<file path="config.mk">
export PLATFORM = sky130hd
export DESIGN_NAME = alu_exec_stage
export DESIGN_NICKNAME = d
export VERILOG_FILES = /design/src/rtl/alu_exec_stage.sv
export SDC_FILE = /design/constraint.sdc
export NUM_CORES = 1
export LEC_CHECK = 0
export ABC_AREA = 1
export ABC_CLOCK_PERIOD_IN_PS = 2300
export CORE_MARGIN = 5
export CORE_UTILIZATION = 30
export DETAILED_ROUTE_END_ITERATION = 6
export GPL_ROUTABILITY_DRIVEN = 0
export SLEW_MARGIN = 15
export SYNTH_ARGS = -nofsm -noshare
export SYNTH_HDL_FRONTEND = slang
export SYNTH_SLANG_ARGS = --single-unit
</file>
<file path="constraint.sdc">
create_clock -name clk -period 2.3 [get_ports clk]
set_input_delay 0.345 -clock clk [delete_from_list [all_inputs] [get_ports clk]]
set_output_delay 0.345 -clock clk [all_outputs]
set_load 0.05 [all_outputs]
</file>
<file path="src/rtl/alu_exec_stage.sv">
// Execute-stage ALU: computes result and flags at the input and registers them.
// A main/skid slot pair on the output absorbs one cycle of downstream stall.
module alu_exec_stage #(
   parameter int DW   = 32,
   parameter int TAGW = 5
) (
   input  logic            clk,
   input  logic            rst_n,
   input  logic            flush,
   input  logic            in_valid,
   output logic            in_ready,
   input  logic [3:0]      alu_ctrl,
   input  logic [DW-1:0]   op_a,
   input  logic [DW-1:0]   op_b,
   input  logic [TAGW-1:0] in_tag,
   output logic            out_valid,
   input  logic            out_ready,
   output logic [DW-1:0]   result,
   output logic            zero,
   output logic            ovf,
   output logic            illegal,
   output logic [TAGW-1:0] out_tag
);

   localparam logic [3:0] C_AND = 4'b0000;
   localparam logic [3:0] C_OR  = 4'b0001;
   localparam logic [3:0] C_ADD = 4'b0010;
   localparam logic [3:0] C_SUB = 4'b0110;
   localparam logic [3:0] C_SLT = 4'b0111;
   localparam logic [3:0] C_NOR = 4'b1111;
   localparam logic [3:0] C_LUI = 4'b1110;

   // Slot payload: {result, zero, ovf, illegal, tag}
   localparam int PW = DW + 3 + TAGW;

   logic [DW-1:0] w_sum;
   logic [DW-1:0] w_diff;
   logic          w_add_ovf;
   logic          w_sub_ovf;
   logic [DW-1:0] w_res;
   logic          w_ovf;
   logic          w_ill;
   logic          w_zero;
   logic [PW-1:0] w_pay;
   logic          w_accept;
   logic          w_drain;

   logic          r_main_valid;
   logic          r_skid_valid;
   logic [PW-1:0] r_main_pay;
   logic [PW-1:0] r_skid_pay;

   assign w_sum     = op_a + op_b;
   assign w_diff    = op_a - op_b;
   assign w_add_ovf = (op_a[DW-1] == op_b[DW-1]) && (w_sum[DW-1] != op_a[DW-1]);
   assign w_sub_ovf = (op_a[DW-1] != op_b[DW-1]) && (w_diff[DW-1] != op_a[DW-1]);

   always_comb begin
      w_res = '0;
      w_ovf = 1'b0;
      w_ill = 1'b0;
      case (alu_ctrl)
         C_AND: w_res = op_a & op_b;
         C_OR:  w_res = op_a | op_b;
         C_ADD: begin
            w_res = w_sum;
            w_ovf = w_add_ovf;
         end
         C_SUB: begin
            w_res = w_diff;
            w_ovf = w_sub_ovf;
         end
         // Sign of the true difference; correct even when the subtract wraps.
         C_SLT: w_res = {{(DW-1){1'b0}}, w_diff[DW-1] ^ w_sub_ovf};
         C_NOR: w_res = ~(op_a | op_b);
         C_LUI: w_res = {op_b[15:0], {(DW-16){1'b0}}};
         default: w_ill = 1'b1;
      endcase
   end

   assign w_zero = (w_res == '0);
   assign w_pay  = {w_res, w_zero, w_ovf, w_ill, in_tag};

   assign in_ready = ~r_skid_valid;
   assign w_accept = in_valid && in_ready;
   assign w_drain  = r_main_valid && out_ready;

   always_ff @(posedge clk or negedge rst_n) begin
      if (!rst_n) begin
         r_main_valid <= 1'b0;
         r_skid_valid <= 1'b0;
         r_main_pay   <= '0;
         r_skid_pay   <= '0;
      end else if (flush) begin
         r_main_valid <= 1'b0;
         r_skid_valid <= 1'b0;
      end else if (!r_main_valid || w_drain) begin
         // Main is free this edge: the older skid entry wins over a new op.
         if (r_skid_valid) begin
            r_main_pay   <= r_skid_pay;
            r_main_valid <= 1'b1;
            r_skid_valid <= 1'b0;
         end else if (w_accept) begin
            r_main_pay   <= w_pay;
            r_main_valid <= 1'b1;
         end else begin
            r_main_valid <= 1'b0;
         end
      end else if (w_accept) begin
         r_skid_pay   <= w_pay;
         r_skid_valid <= 1'b1;
      end
   end

   assign out_valid = r_main_valid;
   assign result    = r_main_pay[PW-1 -: DW];
   assign zero      = r_main_pay[TAGW+2];
   assign ovf       = r_main_pay[TAGW+1];
   assign illegal   = r_main_pay[TAGW];
   assign out_tag   = r_main_pay[TAGW-1:0];

endmodule

</file>
**Word level (Yosys, flattened, before mapping)**

Index checks and enable logic that the tools add are counted.

- Flip-flop bits (word level): 82
- Latch bits: 0
- Bits in writable memories: 0
- Memory bits (read-only): 0
- Input bits: 78
- Output and inout bits: 42
- Word-level logic and storage cells: 49
- Memories: 0

- Add/sub/neg operators: 2
- Multiply operators: 0
- Div/mod/pow operators: 0
- Order comparisons: 0
- Equal/unequal tests: 10
- Shift operators: 0
- Mux-type cells: 12
- Bitwise logic cells: 7
- Reduce and logical (&&, ||, !) cells: 14

Operator list:

| operator | number |
|---|---|
| 32-bit case mux with 7 select lines | 1 |
| 40-bit two-way mux | 2 |
| 32-bit adder | 1 |
| 32-bit bitwise AND | 1 |
| 32-bit zero test | 1 |
| 32-bit NOT | 1 |
| 32-bit bitwise OR | 1 |
| 32-bit subtractor | 1 |
| 4-bit by 3-bit == test with 1-bit output, second input constant | 2 |
| 4-bit == test, second input constant | 2 |
| 1-bit two-way mux | 8 |
| 7-bit OR reduction | 1 |
| 3-bit AND reduction | 2 |
| 4-bit by 1-bit == test with 1-bit output, second input constant | 1 |
| 4-bit by 2-bit == test with 1-bit output, second input constant | 1 |
| 1-bit logical AND | 4 |
| 4-bit zero test | 1 |
| 2-bit nonzero test | 2 |
| 1-bit != test | 3 |
| 1-bit NOT | 3 |
| 3-bit nonzero test | 1 |
| 1-bit case mux with 2 select lines | 1 |
| 1-bit == test | 1 |
| 1-bit zero test | 1 |
| 2 further kinds | 2 |

**Longest topological paths before layout**

- Depth after elaboration: 8
- Gate-level depth with buffers: 27
- Depth with buffers taken out: 26

**Least setup slack after synthesis**

No wires, ideal clock.

- Kind: in2reg
- From: input op_b[3]
- To: register r_main_pay[7]
- Setup time: 0.066 ns
- Arrival time: 2.896 ns
- Required time: 2.234 ns
- Path slack: -0.661 ns
- Stages: 24
- Path buffers: 1
- Path through: inv_1 ha_1 buf_4 nor2_1 nand3_1 nand3_2 nand2_1 nand3_1 nand2_1 nand2_1 nand2_1 nand2_1 a21oi_1 fa_1 o221ai_1 nor2_1 nand3_1 nor2_1 nand2_1 nor2_1 nand3_1 nand2_1 nand2_1 nand2_1

- Word-level cells in the longest chain between the ends: 8
- Elaborated cells on any way between the ends: 12
- Those cells by class: add/sub (2); eq/ne (1); mux (3); bitwise (4); reduce/logical (2)

RTL lines:

| element | RTL line | source |
|---|---|---|
| start: declaration | 14 | `input logic [DW-1:0] op_b,` |
| 32-bit subtractor | 54 | `assign w_diff = op_a - op_b;` |
| 1-bit != test | 56 | `assign w_sub_ovf = (op_a[DW-1] != op_b[DW-1]) && (w_diff[DW-1] != op_a[DW-1]);` |
| 1-bit logical AND | 56 |  |
| 1-bit bitwise XOR | 74 | `C_SLT: w_res = {{(DW-1){1'b0}}, w_diff[DW-1] ^ w_sub_ovf};` |
| 32-bit case mux with 7 select lines * | 62 | `case (alu_ctrl)` |
| 32-bit zero test * | 81 | `assign w_zero = (w_res == '0);` |
| 40-bit two-way mux * | 103 | `end else if (w_accept) begin` |
| 40-bit two-way mux * | 99 | `if (r_skid_valid) begin` |
| end signal: assignment | 100 | `r_main_pay <= r_skid_pay;` |
| end signal: assignment | 104 | `r_main_pay <= w_pay;` |
| end: declaration | 50 | `logic [PW-1:0] r_main_pay;` |

Every way passes the cells marked *; elsewhere a longest branch is shown, timed or not. The select of a mux whose other input is x is not followed.
A chain may end at the register's enable or synchronous reset.

**Final worst setup path**

- From: input op_a[15]
- To: register r_main_pay[7]

- Word-level cells in the longest chain between the ends: 8
- Elaborated cells on any way between the ends: 12
- Those cells by class: add/sub (2); eq/ne (1); mux (3); bitwise (4); reduce/logical (2)

RTL lines:

| element | RTL line | source |
|---|---|---|
| start: declaration | 13 | `input logic [DW-1:0] op_a,` |
| 32-bit subtractor | 54 |  |
| 1-bit != test | 56 |  |
| 1-bit logical AND | 56 |  |
| 1-bit bitwise XOR | 74 |  |
| 32-bit case mux with 7 select lines * | 62 |  |
| 32-bit zero test * | 81 |  |
| 40-bit two-way mux * | 103 |  |
| 40-bit two-way mux * | 99 |  |

Marked as above.

==> results.json <==
{
  "rows": 67,
  "synth-compound-area-share": 0.1293,
  "io_buffers": 119,
  "async_flop_share": 1.000,
  "cts.path.max_buffers": 2,
  "core_mm2": 0.03353,
  "start_util": 0.3033,
  "n_fill_cell": 3163,
  "yosys.area_share.simple": 0.3762,
  "final_cells": 2719,
  "h-tree-depth": 3,
  "synth_top_flop_cell": "dfrtp_1",
  "fin_nets": 2447,
  "crit_type": "in2reg",
  "cp-end-kind": "flop",
  "wl_per_cell_um": 16.40,
  "synth_top_family_by_area": "simple AND/OR/NAND/NOR gates",
  "ioPinCount": 120,
  "p_comb_frac": 0.577,
  "cp.required_ns": 2.57,
  "overflow": 0,
  "fp.dieH_um": 194.1,
  "synth_mux_area_frac": 0,
  "synth-adder-area-share": 0.1289,
  "fmax_ghz": 0.3519,
  "ctsRootBufferMaster": "clkbuf_16",
  "yosys-top-cells-area": "nand2_1 21%, dfrtp_1 20%, ha_1 12%",
  "grt.total_usage": 0.2158,
  "drt_pre_antenna_iters": 5,
  "critical_path.startpoint_type": "input port",
  "swShare": 0.4251,
  "cts_made_buffers": 9,
  "synth_warnings": 0,
  "critPathLaunch": "op_a[15]",
  "intPower_w": 0.004359,
  "drive_above_1_share": 0.4601,
  "r2r_start": "out_valid$_DFFE_PN0N_",
  "rsz0062_at_grt": "true",
  "synth_seq_cells": 82,
  "period_needed_ns": 2.841,
  "min_path_type": "in2async",
  "cp.arrival_ns": 3.11,
  "finalHoldViolCount": 0,
  "synth-xor-area-share": 0.004306,
  "synth_cell_types": 43,
  "power_density_mw_per_mm2": 424.3,
  "setup_viol": 48,
  "dp.final_hpwl_mm": 33.76,
  "synth_edf_count": 0,
  "die_x_um": 194.1,
  "vias_per_cell": 4.973,
  "grt_pass1_vias": 12631,
  "synth_nets": 1928,
  "cts.sinks": 82,
  "finalCritPeriodShare": 1.235,
  "p_leak_nw": 9.409,
  "dp.cells": 2599,
  "ir_worst_vdd_mv": 0.3949,
  "syn2layout_area_growth_pct": 75.67,
  "status": "finished, violations left",
  "grt_max_degree": 65,
  "final.setup.worst_slack_ns": -0.5414,
  "dieArea_mm2": 0.03769,
  "maxCapViolCount": 0,
  "p_sw_w": 0.003223,
  "relSlewSlack": 0.4062,
  "grt_pass1_wl_mm": 65.92,
  "drt_iter0_drc": 1270,
  "seq_area_frac_synth": 0.2017,
  "worst_slew_pin_slew_ns": 0.8907,
  "syn-mean-instance-area_um2": 5.822,
  "syn_area_mm2": 0.01017,
  "final_util": 0.5328,
  "vias": 13521,
  "routed_wl_mm": 44.59,
  "synth_top_area_frac": 0.2052,
  "synth_top_area_cell": "nand2_1",
  "antenna_found_initial": 0,
  "slew_violations": 0,
  "cts_tree": "built",
  "worst-path-max-fanout": 3,
  "worstSkewPairLatency_ns": 0.33,
  "violations": "negative setup slack",
  "worst_clock_skew_ns": 0.005580,
  "clockPowerShare": 0.182,
  "ant_nets": 0,
  "path_clk_slew_ns": 0.06,
  "total_power_w": 0.007582,
  "drc": 0,
  "num_antenna_cells": 0,
  "synthCells": 1747,
  "p_seq_frac": 0.241
}
-- path summary, 6_finish.rpt --
kind | endpoint | slack (ns) | depth (start not counted)
min in group clk | r_skid_pay[33]$_DFFE_PN0P_ | 0.48 | 2
worst min register to register | r_skid_pay[33]$_DFFE_PN0P_ | 0.48 | 2
worst max-delay path | r_main_pay[7]$_DFFE_PN0P_ | -0.54 | 24
worst min-delay path | r_main_pay[19]$_DFFE_PN0P_ | 0.46 | 2
max in group asynchronous | r_skid_valid$_DFFE_PN0P_ | 1.21 | 3
worst max register to register | r_skid_pay[3]$_DFFE_PN0P_ | 0.50 | 8
-- cells in the final DEF (no fill, tap or decap), types with 4 or more instances in the layout --
master | synthesis | routed
a211oi_1 | 6 | 4
a21oi_1 | 69 | 53
a21oi_2 | 2 | 10
a21oi_4 | 0 | 8
a221oi_1 | 21 | 19
and2_4 | 0 | 4
buf_12 | 0 | 10
buf_2 | 22 | 14
buf_4 | 14 | 379
buf_6 | 0 | 87
buf_8 | 0 | 4
clkbuf_16 | 0 | 9
clkbuf_2 | 0 | 14
clkdlybuf4s50_1 | 0 | 58
dfrtp_1 | 82 | 81
ha_1 | 100 | 50
ha_2 | 0 | 13
ha_4 | 0 | 37
inv_1 | 333 | 233
inv_2 | 16 | 93
inv_4 | 0 | 19
nand2_1 | 556 | 434
nand2_2 | 9 | 102
nand2_4 | 0 | 28
nand3_1 | 146 | 61
nand3_2 | 4 | 64
nand3_4 | 0 | 25
nand4_1 | 20 | 20
nor2_1 | 138 | 100
nor2_2 | 17 | 29
nor2_4 | 0 | 26
nor3_1 | 9 | 5
nor3_4 | 0 | 4
o21ai_0 | 106 | 54
o21ai_1 | 4 | 24
o21ai_2 | 0 | 26
o21ai_4 | 0 | 6
o21bai_1 | 5 | 4
o22ai_1 | 9 | 9
-- logic make-up after synthesis --
family,after synthesis
simple gates,915
buf+inv,411
compound gates,231
fa+ha+maj,103
flops,82
xor+xnor,5
-- registers in the layout, indices dropped and copies added, names as in the netlist --
| register | flops |
|---|---|
| out_valid | 1 |
| r_main_pay | 40 |
| r_skid_pay | 40 |
| r_skid_valid | 1 |
-- synth_stat cells (2+ instances only) --
master / n
nand2_1: 556
inv_1: 333
nand3_1: 146
nor2_1: 138
o21ai_0: 106
ha_1: 100
dfrtp_1: 82
a21oi_1: 69
buf_2: 22
clkbuf_1: 22
a221oi_1: 21
nand4_1: 20
nor2_2: 17
inv_2: 16
buf_4: 14
nand2_2: 9
nor3_1: 9
o22ai_1: 9
a211oi_1: 6
and2_1: 6
o21bai_1: 5
xor2_1: 5
nand3_2: 4
o21ai_1: 4
and3_1: 3
fa_1: 3
a21oi_2: 2
buf_1: 2
clkinv_1: 2
nor3_2: 2
o221ai_1: 2
-- final cells by class --
cell class / instances / area, um2 / share of cell area
multi-input combinational: 1254 / 8738 / 0.4891
clock buffer: 10 / 239.0 / 0.01338
sequential: 82 / 2053 / 0.1149
timing repair buffer: 568 / 4828 / 0.2702
tap: 448 / 560.5 / 0.03137
inverter: 351 / 1399 / 0.07829
clock inverter: 6 / 48.80 / 0.002731
-- through the flow --
step           setup WS, ns  area [um2]  hold slack (ns)  setup TNS (ns)
2_1_floorplan       -0.5121       10750          0.04941          -2.420
3_3_place_gp         -1.448       14800           0.2698          -50.94
3_5_place_dp         -1.453       14800           0.2707          -52.34
4_1_cts             -0.5283       16390           0.4658          -3.602
5_1_grt             -0.7172       17870           0.4856          -13.48
6_report            -0.5414       17870           0.4561          -9.432
-- metal layers --
layer | wire (um) | vias up | part of all wire | GRT usage
met5 | 0 | - | 0 | 0
met4 | 2917 | 0 | 0.065 | 0.1104
met3 | 3396 | 166 | 0.076 | 0.02711
met2 | 20320 | 648 | 0.46 | 0.3506
met1 | 17960 | 6221 | 0.40 | 0.2819
li1 | - | 6486 | - | -
-- power groups by stage --
stage | Clock (W) | Combinational [W] | Sequential [W]
4_1_cts | 0.00141 | 0.00384 | 0.00183
3_3_place_gp | 0 | 0.00343 | 0.00184
2_1_floorplan | 0 | 0.00156 | 0.00223
6_report | 0.00138 | 0.00437 | 0.00183
5_1_grt | 0.00148 | 0.00468 | 0.00185
3_5_place_dp | 0 | 0.00347 | 0.00185
-- worst max-delay path: stages --
cell,delay [ns]
buf_2,0.11
inv_2,0.05
ha_4,0.26
nor2_4,0.15
nand2_2,0.10
nor2_4,0.12
and3_4,0.18
nand2_2,0.06
nand2_2,0.08
nand2_2,0.08
nand2_4,0.08
a21oi_4,0.05
fa_2,0.33
nor4b_4,0.13
nor2_1,0.10
o211a_1,0.18
nand2_1,0.06
nor2_1,0.10
nand3_1,0.10
nor2_2,0.16
nand3_2,0.09
nand2_1,0.06
nand2_1,0.06
nand2_1,0.05
-- repair_timing --
action	in CTS	in global routing
setup buffers	78	50
endpoints found under the setup margin	65	53
pin swaps	112	182
resized for setup	442	430
endpoints found under the hold margin	22	0
hold buffers	1	0
No activity file was read; power rests on OpenSTA's default activity.
